[src/rtl/uart_tx_sched_if.sv]
// Handshake bundle between the UART transmit scheduler, its byte sources and the shared transmitter.
// The master modport is the scheduler side; the slave modport is the sources/transmitter side.
interface uart_tx_sched_if #(
    parameter int N_REQ = 4
);
    logic [N_REQ-1:0]   req_valid;
    logic [8*N_REQ-1:0] req_data;
    logic [N_REQ-1:0]   req_ready;
    logic               tx_busy;
    logic               tx_write_en;
    logic [7:0]         tx_data;
    logic               tx_tick;

    modport master (
        input  req_valid, req_data, tx_busy,
        output req_ready, tx_write_en, tx_data, tx_tick
    );

    modport slave (
        output req_valid, req_data, tx_busy,
        input  req_ready, tx_write_en, tx_data, tx_tick
    );
endinterface

[src/rtl/uart_tx_sched.sv]
// Round-robin scheduler and bit-rate sequencer for a shared 8-bit UART transmitter.
// Grants one byte source at a time, pulses the transmitter load, then paces bits off tx_busy.
module uart_tx_sched #(
    parameter int N_REQ         = 4,
    parameter int CLKS_PER_BIT  = 868,
    parameter int START_TIMEOUT = 4,
    localparam int GW = $clog2(N_REQ),
    localparam int BW = $clog2(CLKS_PER_BIT),
    localparam int TW = $clog2(START_TIMEOUT + 1)
) (
    input  logic              clk,
    input  logic              reset,
    uart_tx_sched_if.master   bus,
    output logic [GW-1:0]     grant_id,
    output logic              active,
    output logic              err_no_start
);

    typedef enum logic [1:0] {
        IDLE,
        ISSUE,
        WAIT_BUSY,
        WAIT_DONE
    } state_t;

    state_t        state_reg, state_next;
    logic [GW-1:0] last_grant_reg, last_grant_next;
    logic [GW-1:0] grant_id_reg, grant_id_next;
    logic [7:0]    tx_data_reg, tx_data_next;
    logic [TW-1:0] to_cnt_reg, to_cnt_next;
    logic [BW-1:0] bit_cnt_reg, bit_cnt_next;
    logic          tick_reg, tick_next;
    logic          err_reg, err_next;

    logic [7:0]       req_byte [N_REQ];
    logic [N_REQ-1:0] ready_vec;
    logic [GW-1:0]    win_idx;
    logic             win_found;
    logic             grant_ok;

    // Scanning offsets from farthest to nearest leaves the nearest valid
    // index after last_grant as the winner; offset N_REQ is last_grant itself.
    always_comb begin
        int unsigned idx;
        win_found = 1'b0;
        win_idx   = '0;
        idx       = 0;
        for (int k = N_REQ; k >= 1; k--) begin
            idx = int'(unsigned'(last_grant_reg)) + k;
            if (idx >= N_REQ) begin
                idx = idx - N_REQ;
            end
            if (bus.req_valid[GW'(idx)]) begin
                win_found = 1'b1;
                win_idx   = GW'(idx);
            end
        end
    end

    assign grant_ok = (state_reg == IDLE) && !bus.tx_busy && win_found && !reset;

    for (genvar gi = 0; gi < N_REQ; gi++) begin : g_req
        assign req_byte[gi]  = bus.req_data[8*gi +: 8];
        assign ready_vec[gi] = grant_ok && (win_idx == GW'(gi));
    end

    always_comb begin
        state_next      = state_reg;
        last_grant_next = last_grant_reg;
        grant_id_next   = grant_id_reg;
        tx_data_next    = tx_data_reg;
        to_cnt_next     = to_cnt_reg;
        err_next        = err_reg;

        case (state_reg)
            IDLE: begin
                if (grant_ok) begin
                    tx_data_next    = req_byte[win_idx];
                    grant_id_next   = win_idx;
                    last_grant_next = win_idx;
                    state_next      = ISSUE;
                end
            end
            ISSUE: begin
                to_cnt_next = '0;
                state_next  = WAIT_BUSY;
            end
            WAIT_BUSY: begin
                if (bus.tx_busy) begin
                    state_next = WAIT_DONE;
                end else if (to_cnt_reg == TW'(START_TIMEOUT - 1)) begin
                    err_next   = 1'b1;
                    state_next = IDLE;
                end else begin
                    to_cnt_next = to_cnt_reg + TW'(1);
                end
            end
            WAIT_DONE: begin
                if (!bus.tx_busy) begin
                    state_next = IDLE;
                end
            end
            default: begin
                state_next = IDLE;
            end
        endcase
    end

    // Bit pacing follows tx_busy alone so frames issued by other masters are paced too.
    always_comb begin
        bit_cnt_next = '0;
        tick_next    = 1'b0;
        if (bus.tx_busy) begin
            if (bit_cnt_reg == BW'(CLKS_PER_BIT - 1)) begin
                tick_next = 1'b1;
            end else begin
                bit_cnt_next = bit_cnt_reg + BW'(1);
            end
        end
    end

    always_ff @(posedge clk) begin
        if (reset) begin
            state_reg      <= IDLE;
            last_grant_reg <= GW'(N_REQ - 1);
            grant_id_reg   <= '0;
            tx_data_reg    <= '0;
            to_cnt_reg     <= '0;
            bit_cnt_reg    <= '0;
            tick_reg       <= 1'b0;
            err_reg        <= 1'b0;
        end else begin
            state_reg      <= state_next;
            last_grant_reg <= last_grant_next;
            grant_id_reg   <= grant_id_next;
            tx_data_reg    <= tx_data_next;
            to_cnt_reg     <= to_cnt_next;
            bit_cnt_reg    <= bit_cnt_next;
            tick_reg       <= tick_next;
            err_reg        <= err_next;
        end
    end

    assign bus.req_ready   = ready_vec;
    assign bus.tx_write_en = (state_reg == ISSUE);
    assign bus.tx_data     = tx_data_reg;
    assign bus.tx_tick     = tick_reg;
    assign grant_id        = grant_id_reg;
    assign active          = (state_reg != IDLE);
    assign err_no_start    = err_reg;

endmodule

[src/flat_wrapper.sv]
// flat-port wrapper written by rule: the top's interface ports become plain ports
module uart_tx_sched_flat 
#(
    parameter int N_REQ         = 4,
    parameter int CLKS_PER_BIT  = 868,
    parameter int START_TIMEOUT = 4,
    localparam int GW = $clog2(N_REQ),
    localparam int BW = $clog2(CLKS_PER_BIT),
    localparam int TW = $clog2(START_TIMEOUT + 1)
)
  (clk, reset, grant_id, active, err_no_start, bus_req_valid, bus_req_data, bus_tx_busy, bus_req_ready, bus_tx_write_en, bus_tx_data, bus_tx_tick);
  uart_tx_sched_if #(.N_REQ(N_REQ)) bus_i ();
  input  logic clk;
  input  logic reset;
  output logic [GW-1:0] grant_id;
  output logic active;
  output logic err_no_start;
  input wire logic [$bits(bus_i.req_valid)-1:0] bus_req_valid;
  input wire logic [$bits(bus_i.req_data)-1:0] bus_req_data;
  input wire logic [$bits(bus_i.tx_busy)-1:0] bus_tx_busy;
  output wire logic [$bits(bus_i.req_ready)-1:0] bus_req_ready;
  output wire logic [$bits(bus_i.tx_write_en)-1:0] bus_tx_write_en;
  output wire logic [$bits(bus_i.tx_data)-1:0] bus_tx_data;
  output wire logic [$bits(bus_i.tx_tick)-1:0] bus_tx_tick;
  assign bus_i.req_valid = bus_req_valid;
  assign bus_i.req_data = bus_req_data;
  assign bus_i.tx_busy = bus_tx_busy;
  assign bus_req_ready = bus_i.req_ready;
  assign bus_tx_write_en = bus_i.tx_write_en;
  assign bus_tx_data = bus_i.tx_data;
  assign bus_tx_tick = bus_i.tx_tick;
  uart_tx_sched #(.N_REQ(N_REQ), .CLKS_PER_BIT(CLKS_PER_BIT), .START_TIMEOUT(START_TIMEOUT)) u_core (.clk(clk), .reset(reset), .bus(bus_i), .grant_id(grant_id), .active(active), .err_no_start(err_no_start));
endmodule
[config.mk]
export PLATFORM = sky130hd
export DESIGN_NAME = uart_tx_sched_flat
export DESIGN_NICKNAME = d
export VERILOG_FILES = /design/src/rtl/uart_tx_sched_if.sv /design/src/rtl/uart_tx_sched.sv /design/src/flat_wrapper.sv
export SDC_FILE = /design/constraint.sdc
export NUM_CORES = 1
export LEC_CHECK = 0
export CELL_PAD_IN_SITES_DETAIL_PLACEMENT = 1
export CELL_PAD_IN_SITES_GLOBAL_PLACEMENT = 1
export CORE_MARGIN = 5
export CORE_UTILIZATION = 35
export DETAILED_ROUTE_END_ITERATION = 8
export PLACE_DENSITY_LB_ADDON = 0.15
export SLEW_MARGIN = 5
export SYNTH_ARGS = -nofsm -noshare
export SYNTH_HDL_FRONTEND = slang
export SYNTH_SLANG_ARGS = --single-unit
[constraint.sdc]
create_clock -name clk -period 4.8 [get_ports clk]
set_input_delay 1.44 -clock clk [delete_from_list [all_inputs] [get_ports clk]]
set_output_delay 1.44 -clock clk [all_outputs]
set_load 0.02 [all_outputs]
### Yosys cells after proc, flatten, opt, wreduce, memory -nomap -nowiden

Cells that the tools add are included.

| storage, ports and cells | value |
|---|---|
| bits in registers | 29 |
| input port bits | 39 |
| output and inout port bits | 18 |
| word-level logic and storage cells | 93 |

| cells by class | value |
|---|---|
| $add $sub $neg | 10 |
| order comparisons | 9 |
| equal/unequal tests | 13 |
| multiplexer cells | 32 |
| bitwise logic cells | 2 |
| reduce and logical (&&, ||, !) cells | 19 |

Operator list:

| operator | number |
|---|---|
| $mux 2 | 12 |
| $bmux 8 s2 | 1 |
| $mux 8 | 2 |
| $ge 3x3->1 const B | 4 |
| $lt 2x3->1 const B | 4 |
| $add 10x1->10 const B | 1 |
| $eq 10x10->1 const B | 1 |
| $mux 1 | 9 |
| $reduce_and 3->1 | 3 |
| $bmux 1 s2 | 4 |
| $eq 2x2->1 const B | 4 |
| $pmux 2 s4 | 1 |
| $sub 2x1->2 const B | 4 |
| $logic_and 1x1->1 | 7 |
| $add 2x2->3 const B | 2 |
| $mux 3 | 2 |
| $ne 2x2->1 const B | 3 |
| $pmux 3 s2 | 1 |
| $add 2x3->4 const B | 1 |
| $eq 2x1->1 const B | 2 |
| $ge 4x3->1 const B | 1 |
| $logic_not 2->1 | 2 |
| $reduce_bool 2->1 | 2 |
| $add 2x1->3 const B | 1 |
| other kinds (10) | 11 |

### Logic depth before layout (Yosys ltp)

Gate-level depths: netlist of the first run.

| logic depth | value |
|---|---|
| depth in word-level cells | 13 |
| mapped depth | 7 |
| depth with buffers taken out | 6 |

### Least setup slack after synthesis of the first run

OpenSTA, ideal clock, no wires.

| timing | value |
|---|---|
| path kind | input port to output port |
| from | in bus_req_valid[2] |
| to | out bus_req_ready[1] |
| arrival time | 2467 ps |
| data required time | 3360 ps |
| setup slack | 893 ps |
| stages on the path | 6 |
| path buffers | 2 |
| cell sequence | nand2b_1 -> a21boi_0 -> o21a_1 -> buf_6 -> buf_6 -> nor2_1 |

| between the ends | value |
|---|---|
| cells in the longest elaborated chain, start to end | 9 |
| elaborated cells between the ends (all ways) | 20 |
| classes of those cells | eq/ne (1); mux (16); reduce/logical (3) |

Ends and longest elaborated chain:

| what | RTL line | RTL |
|---|---|---|
| start, declared | flat_wrapper.sv:18 | `input wire logic [$bits(bus_i.req_valid)-1:0] bus_req_valid;` |
| $bmux 1 s2 | uart_tx_sched.sv:53 | `if (bus.req_valid[GW'(idx)]) begin` |
| $mux 1 (implied by the code) | uart_tx_sched.sv:53 |  |
| $mux 1 (4 in a row) | uart_tx_sched.sv:53 |  |
| $logic_and 1x1->1 (2 in a row) | uart_tx_sched.sv:60 | `assign grant_ok = (state_reg == IDLE) && !bus.tx_busy && win_found && !reset;` |
| $logic_and 1x1->1 (*) | uart_tx_sched.sv:64 | `assign ready_vec[gi] = grant_ok && (win_idx == GW'(gi));` |
| end, declared | flat_wrapper.sv:21 | `output wire logic [$bits(bus_i.req_ready)-1:0] bus_req_ready;` |

Every way passes the cells marked *; elsewhere a longest branch is shown, timed or not. The select of a mux whose other input is x is not followed.

### Worst setup path after layout of the first run

| timing | value |
|---|---|
| from | in bus_req_valid[2] |
| to | out bus_req_ready[2] |

The elaborated chain is that of the path after synthesis.

==> results of run 1 <==
[worst paths after layout]
| kind | cells past startpoint | slack, ps | endpoint | startpoint |
|---|---|---|---|---|
| worst min-delay path | 1 | 470 | u_core.bit_cnt_reg[0] | u_core.bit_cnt_reg[0] |
| worst min register to register | 1 | 470 | u_core.bit_cnt_reg[0] | u_core.bit_cnt_reg[0] |
| worst max register to register | 5 | 2960 | u_core.bus.tx_data[6] | u_core.state_reg[1] |
| worst max-delay path | 6 | 210 | bus_req_ready[2] | bus_req_valid[2] |
[stage by stage]
step           instance area [um^2]  utilization (%)  setup TNS (ps)  setup WS (ps)
2_1_floorplan                  1580                -               0            893
3_3_place_gp                   2220             50.6               0           68.5
3_5_place_dp                   2220             50.6            -484           -128
4_1_cts                        2300             52.6           -41.4          -20.4
5_1_grt                        2330             53.2               0            122
6_report                       2330             53.2               0            211
[cells by family after synthesis]
| logic type | Yosys count |
|---|---|
| AO/OA/AOI/OAI | 25 |
| XOR/XNOR | 8 |
| multiplexers | 17 |
| adder cells (fa/ha/maj) | 3 |
| buffers and inverters | 17 |
| flip-flops | 29 |
| AND/OR/NAND/NOR | 83 |
[critical path, stage by stage]
cell             delay [ps]
clkdlybuf4s50_1         530
nor4_4                  390
and2b_2                 270
nand3_1                 130
nor2_1                   50
dlygate4sd2_1           330
[power groups by stage]
| stage | logic, uW | clock network (uW) | registers [uW] |
|---|---|---|---|
| 4_1_cts | 179 | 198 | 268 |
| 2_1_floorplan | 84.0 | 0 | 284 |
| 3_5_place_dp | 178 | 0 | 274 |
| 3_3_place_gp | 171 | 0 | 272 |
| 6_report | 178 | 191 | 269 |
| 5_1_grt | 194 | 208 | 271 |
[area by class of cell]
cell class,count,area (um^2),area share [%]
clock buffers,6,72.6,3.11
clock inverters,2,10.0,0.429
inverters,11,41.3,1.77
multi-input cells,136,917,39.3
flip-flops and latches,29,581,24.9
well taps,52,65.1,2.79
repair buffers,66,644,27.6
[metal layers]
layer	track usage [%]	vias to the layer above	share of wire (%)
li1	-	771	-
met1	19.3	703	44
met2	29.8	46	49
met3	3.98	8	5.3
met4	7.04	0	2.2
met5	0	-	0
[cell usage in the layout, fill, tap and decap left out, types with 2 or more instances in the layout]
cell type,n
a21oi_1,5
a31oi_1,3
and3_1,4
buf_4,10
clkbuf_8,5
clkdlybuf4s50_1,51
clkinv_2,2
dfxtp_1,29
dlymetal6s2s_1,4
ha_1,3
inv_1,11
mux2i_1,17
nand2_1,10
nand2b_1,3
nand3_1,10
nand3b_1,2
nor2_1,26
nor3_1,7
nor3b_1,7
nor3b_2,4
o211ai_1,8
o21ai_0,3
or2_2,2
xnor2_1,3
xor2_1,5
[repair_timing]
action	4_1_cts	5_1_grt
buffers inserted	0	1
hold endpoints to repair	0	0
pin swaps	0	1
gates resized for setup	2	6
setup endpoints to repair	4	3
cloned	0	0
==> flow_metrics.tcl, run 1 <==
set metrics [dict create \
    synth_top_area_share_pct 36.7 \
    period_needed_ps 4590 \
    muxShareOfSynthArea_pct 10.8 \
    ant_nets 0 \
    root_buffer "clkbuf_8" \
    synth-simple-area-share_pct 28.9 \
    setup_viol 0 \
    ios 57 \
    placeableCoreArea_mm2 0.00438 \
    grt_first_pass_wirelength_um 8200 \
    ys.flop_type "dfxtp_1" \
    grt_start_max_net_pins 17 \
    synth_nets 224 \
    synth_xor_area_share_pct 4.43 \
    dp_hpwl_um 3740 \
    critPathKind "input pin to output port" \
    cts.clk_slew.worst_paths_ps 60 \
    switching_share_pct 29.5 \
    drive_gt1_share_pct 11.2 \
    worst_pin_slew_ps 617 \
    die_h_um 77.2 \
    yosysWarningCount 0 \
    initial_core_util_pct 36.1 \
    cp_data_arrival_time_ps 3150 \
    status "finished clean" \
    dp.cells 293 \
    ys_top_cells_by_count "dfxtp_1, nor2_1, mux2i_1, inv_1" \
    clock_skew_ps 9.25 \
    yosysSeqAreaShare_pct 36.7 \
    clk_latency_ps 280 \
    power_frac_comb_pct 28.0 \
    fmax_ghz 0.218 \
    hold_viol 0 \
    vias 1528 \
    clockBufferDepth 2 \
    finalMaxSlewViolations 0 \
    syn_avg_cell_area_um2 8.69 \
    drtPass1Iterations 2 \
    drt_iter0_markers 30 \
    synth_compound_area_share_pct 10.6 \
    antenna_found_initial 0 \
    grt_usage_pct 16.9 \
    synth_fa_ha_area_share_pct 2.37 \
    worstPathRequired_ps 3360 \
    period_share_pct 95.6 \
    largest_reg_flops 10 \
    synth.area.top_cells "dfxtp_1, mux2i_1, nor2_1" \
    synth_most_common_cell "dfxtp_1" \
    synth_cells 182 \
    final_nets 291 \
    power_switching_uw 188 \
    dieArea_mm2 0.00596 \
    whs_ps 472 \
    drt-total-wl_um 4890 \
    cts_tree "yes" \
    routedWlPerCell_um 16.2 \
    cellPowerDensity_mw_per_mm2 274 \
    synth.distinct_cells 37 \
    max-slew-margin-rel_pct 58.9 \
    ctsHoldBuffers 0 \
    hp-class "register to register" \
    clock-sinks 29 \
    fillers 526 \
    area_delta_synth_final_pct 47.4 \
    port_buffers 56 \
    p_seq_share_pct 42.1 \
    rows 24 \
    layoutNonFillerInstCount 302 \
    rsz0062_at_grt "false" \
    p_int_uw 450 \
    yosys_register_bits 29 \
    async_flop_share_pct 0 \
    synth_top_area_cell "dfxtp_1" \
    die_x_um 77.2 \
    power.leakage_uw 0.00101 \
    drc_errors 0 \
    power_frac_clock_pct 29.9 \
    cts_made_buffers 5 \
    synth_area_mm2 0.00158 \
    via_per_inst 5.06 \
    synth_top_family_by_area "simple AND/OR/NAND/NOR gates" \
    antenna_cells 0 \
    synth_edf_count 0 \
    grt_overflow 0 \
    vdd_drop_max_mv 0.158 \
    htreeDepth 2 \
    endpoint_kind "output port" \
    p_total_uw 638 \
    grt_pass1_vias 1700 \
    gp_congestion 0.747 \
    max_cap_violations 0 \
    path_max_fanout 4 \
    startpoint_type "input pin" \
]
Note: power is estimated with default switching activity, not from simulation.
==> inputs of run 2 (changes only) <==
- RECOVER_POWER: default -> 100
==> run 2 against run 1 <==
Compared with the run above:
- first-iteration DRC count fell by 27%
- cell count unchanged
- register-to-register slack barely moved
- clock skew is essentially flat
- largest power group unchanged
- maximum frequency increased by 0.28%
- non-clock buffer count did not move
- global-route usage stayed put
- clock power is essentially flat
- via count is 0.39% higher
- power is 1.2% lower
- clock-buffer cell count is the same
- worst hold slack about the same
==> flow_metrics.tcl, run 2 (synthesis results as in run 1) <==
set metrics [dict create \
    status "finished clean" \
    antenna_cells 0 \
    period_share_pct 95.3 \
    hp-class "register to register" \
    dp.cells 293 \
    dp_hpwl_um 3740 \
    worst_pin_slew_ps 617 \
    final_common_cell "clkdlybuf4s50_1" \
    vdd_drop_max_mv 0.158 \
    routedWlPerCell_um 16.2 \
    initial_core_util_pct 36.1 \
    root_buffer "clkbuf_8" \
    final_nets 291 \
    placeableCoreArea_mm2 0.00438 \
    drt_iter0_markers 22 \
    clockBufferDepth 2 \
    cts.clk_slew.worst_paths_ps 60 \
    critPathKind "input pin to output port" \
    cts_tree "yes" \
    cp_data_arrival_time_ps 3140 \
    place_ws_ps -128 \
    via_per_inst 5.08 \
    path_max_fanout 4 \
    hold_viol 0 \
    clock_skew_ps 8.97 \
    drt-total-wl_um 4900 \
    layout_setup_ws_ps 224 \
    worst_path_largest_cell_delay_ps 530 \
    fmax_ghz 0.219 \
    die_h_um 77.2 \
    slowest_stage "clkdlybuf4s50_1" \
    final_cell_mix "clkdlybuf4s50_1, dfxtp_1, nor2_1, mux2i_1, dlygate4sd3_1" \
    cp_num_buf_inv 2 \
    clk_latency_ps 280 \
    layoutNonFillerInstCount 302 \
    die_x_um 77.2 \
    rows 24 \
    setup_viol 0 \
    period_needed_ps 4580 \
    ios 57 \
    port_buffers 56 \
    drc_errors 0 \
    grt_usage_pct 16.9 \
    area_delta_synth_final_pct 45.2 \
    largest_reg_flops 10 \
    gp_congestion 0.747 \
    crit_family "buffers and inverters" \
    cellPowerDensity_mw_per_mm2 275 \
    htreeDepth 2 \
    ant_nets 0 \
    cts_made_buffers 5 \
    max-slew-margin-rel_pct 58.9 \
    drtPass1Iterations 2 \
    worstPathRequired_ps 3360 \
    grt_first_pass_wirelength_um 8200 \
    clock-sinks 29 \
    ctsHoldBuffers 0 \
    path_cells "clkdlybuf4s50_1 > nand2b_1 > a21boi_1 > o21ai_0 > nor2_1 > dlygate4sd2_1" \
    power.leakage_uw 0.000984 \
    grt_overflow 0 \
    max_cap_violations 0 \
    rsz0062_at_grt "false" \
    drive_gt1_share_pct 10.0 \
    dieArea_mm2 0.00596 \
    endpoint_kind "output port" \
    grt_start_max_net_pins 17 \
    final_util_pct 52.4 \
    grt_pass1_vias 1700 \
    fillers 534 \
    antenna_found_initial 0 \
    finalMaxSlewViolations 0 \
    vias 1534 \
    reg2reg_setup_slack_ps 2950 \
    startpoint_type "input pin" \
]
-- run 2: where the power goes --
group          switching (uW)  total, uW  internal (uW)
registers                12.0        268            256
logic                    85.3        171           85.9
clock network            90.7        191            100
-- run 2: worst paths after layout --
check / endpoint / from / cells after the start
max: bus_req_ready[2] / bus_req_valid[2] / 6
min: u_core.bit_cnt_reg[0] / u_core.bit_cnt_reg[0] / 1
max reg2reg: u_core.bus.tx_data[6] / u_core.state_reg[1] / 5
min reg2reg: u_core.bit_cnt_reg[0] / u_core.bit_cnt_reg[0] / 1
-- run 2: final cells by class --
class / count / area, um^2 / area share [%]
Clock inverter: 2 / 10.0 / 0.436
Multi-Input combinational cell: 136 / 916 / 39.9
Sequential cell: 29 / 581 / 25.3
Clock buffer: 6 / 72.6 / 3.16
Timing Repair Buffer: 66 / 611 / 26.6
Tap cell: 52 / 65.1 / 2.83
Inverter: 11 / 41.3 / 1.80
-- run 2: worst register-to-register path: cells and delay by family, from the launching register on --
family,cells,cell delay (ps)
multiplexers,1,130
flip-flops,1,370
AO/OA/AOI/OAI,1,90
AND/OR/NAND/NOR,3,1200
-- run 2: repair_timing --
action / 4_1_cts / 5_1_grt
gates resized for setup: 2 / 6
setup endpoints to repair: 4 / 3
pin swaps: 0 / 1
buffers inserted: 0 / 1
hold endpoints to repair: 0 / 0
-- run 2: per-layer routing --
layer  share of wire [%]  track usage, %  vias to the layer above  wire [um]
li1                    -               -                      772          -
met1                  44            19.3                      704       2160
met2                  48            29.8                       48       2370
met3                 5.1            3.98                       10        249
met4                 2.5            7.04                        0        121
met5                   0               0                        -          0
-- run 2: stage by stage --
| stage | hold WS (ps) | TNS, ps | power [uW] | cell area [um^2] |
|---|---|---|---|---|
| finish | 472 | 0 | 630 | 2300 |
| global route | 503 | 0 | 665 | 2300 |
| CTS | 485 | -41.4 | 645 | 2300 |
| detailed placement | 463 | -484 | 451 | 2220 |
| global placement | 439 | 0 | 443 | 2220 |
| floorplan | 426 | 0 | 368 | 1580 |
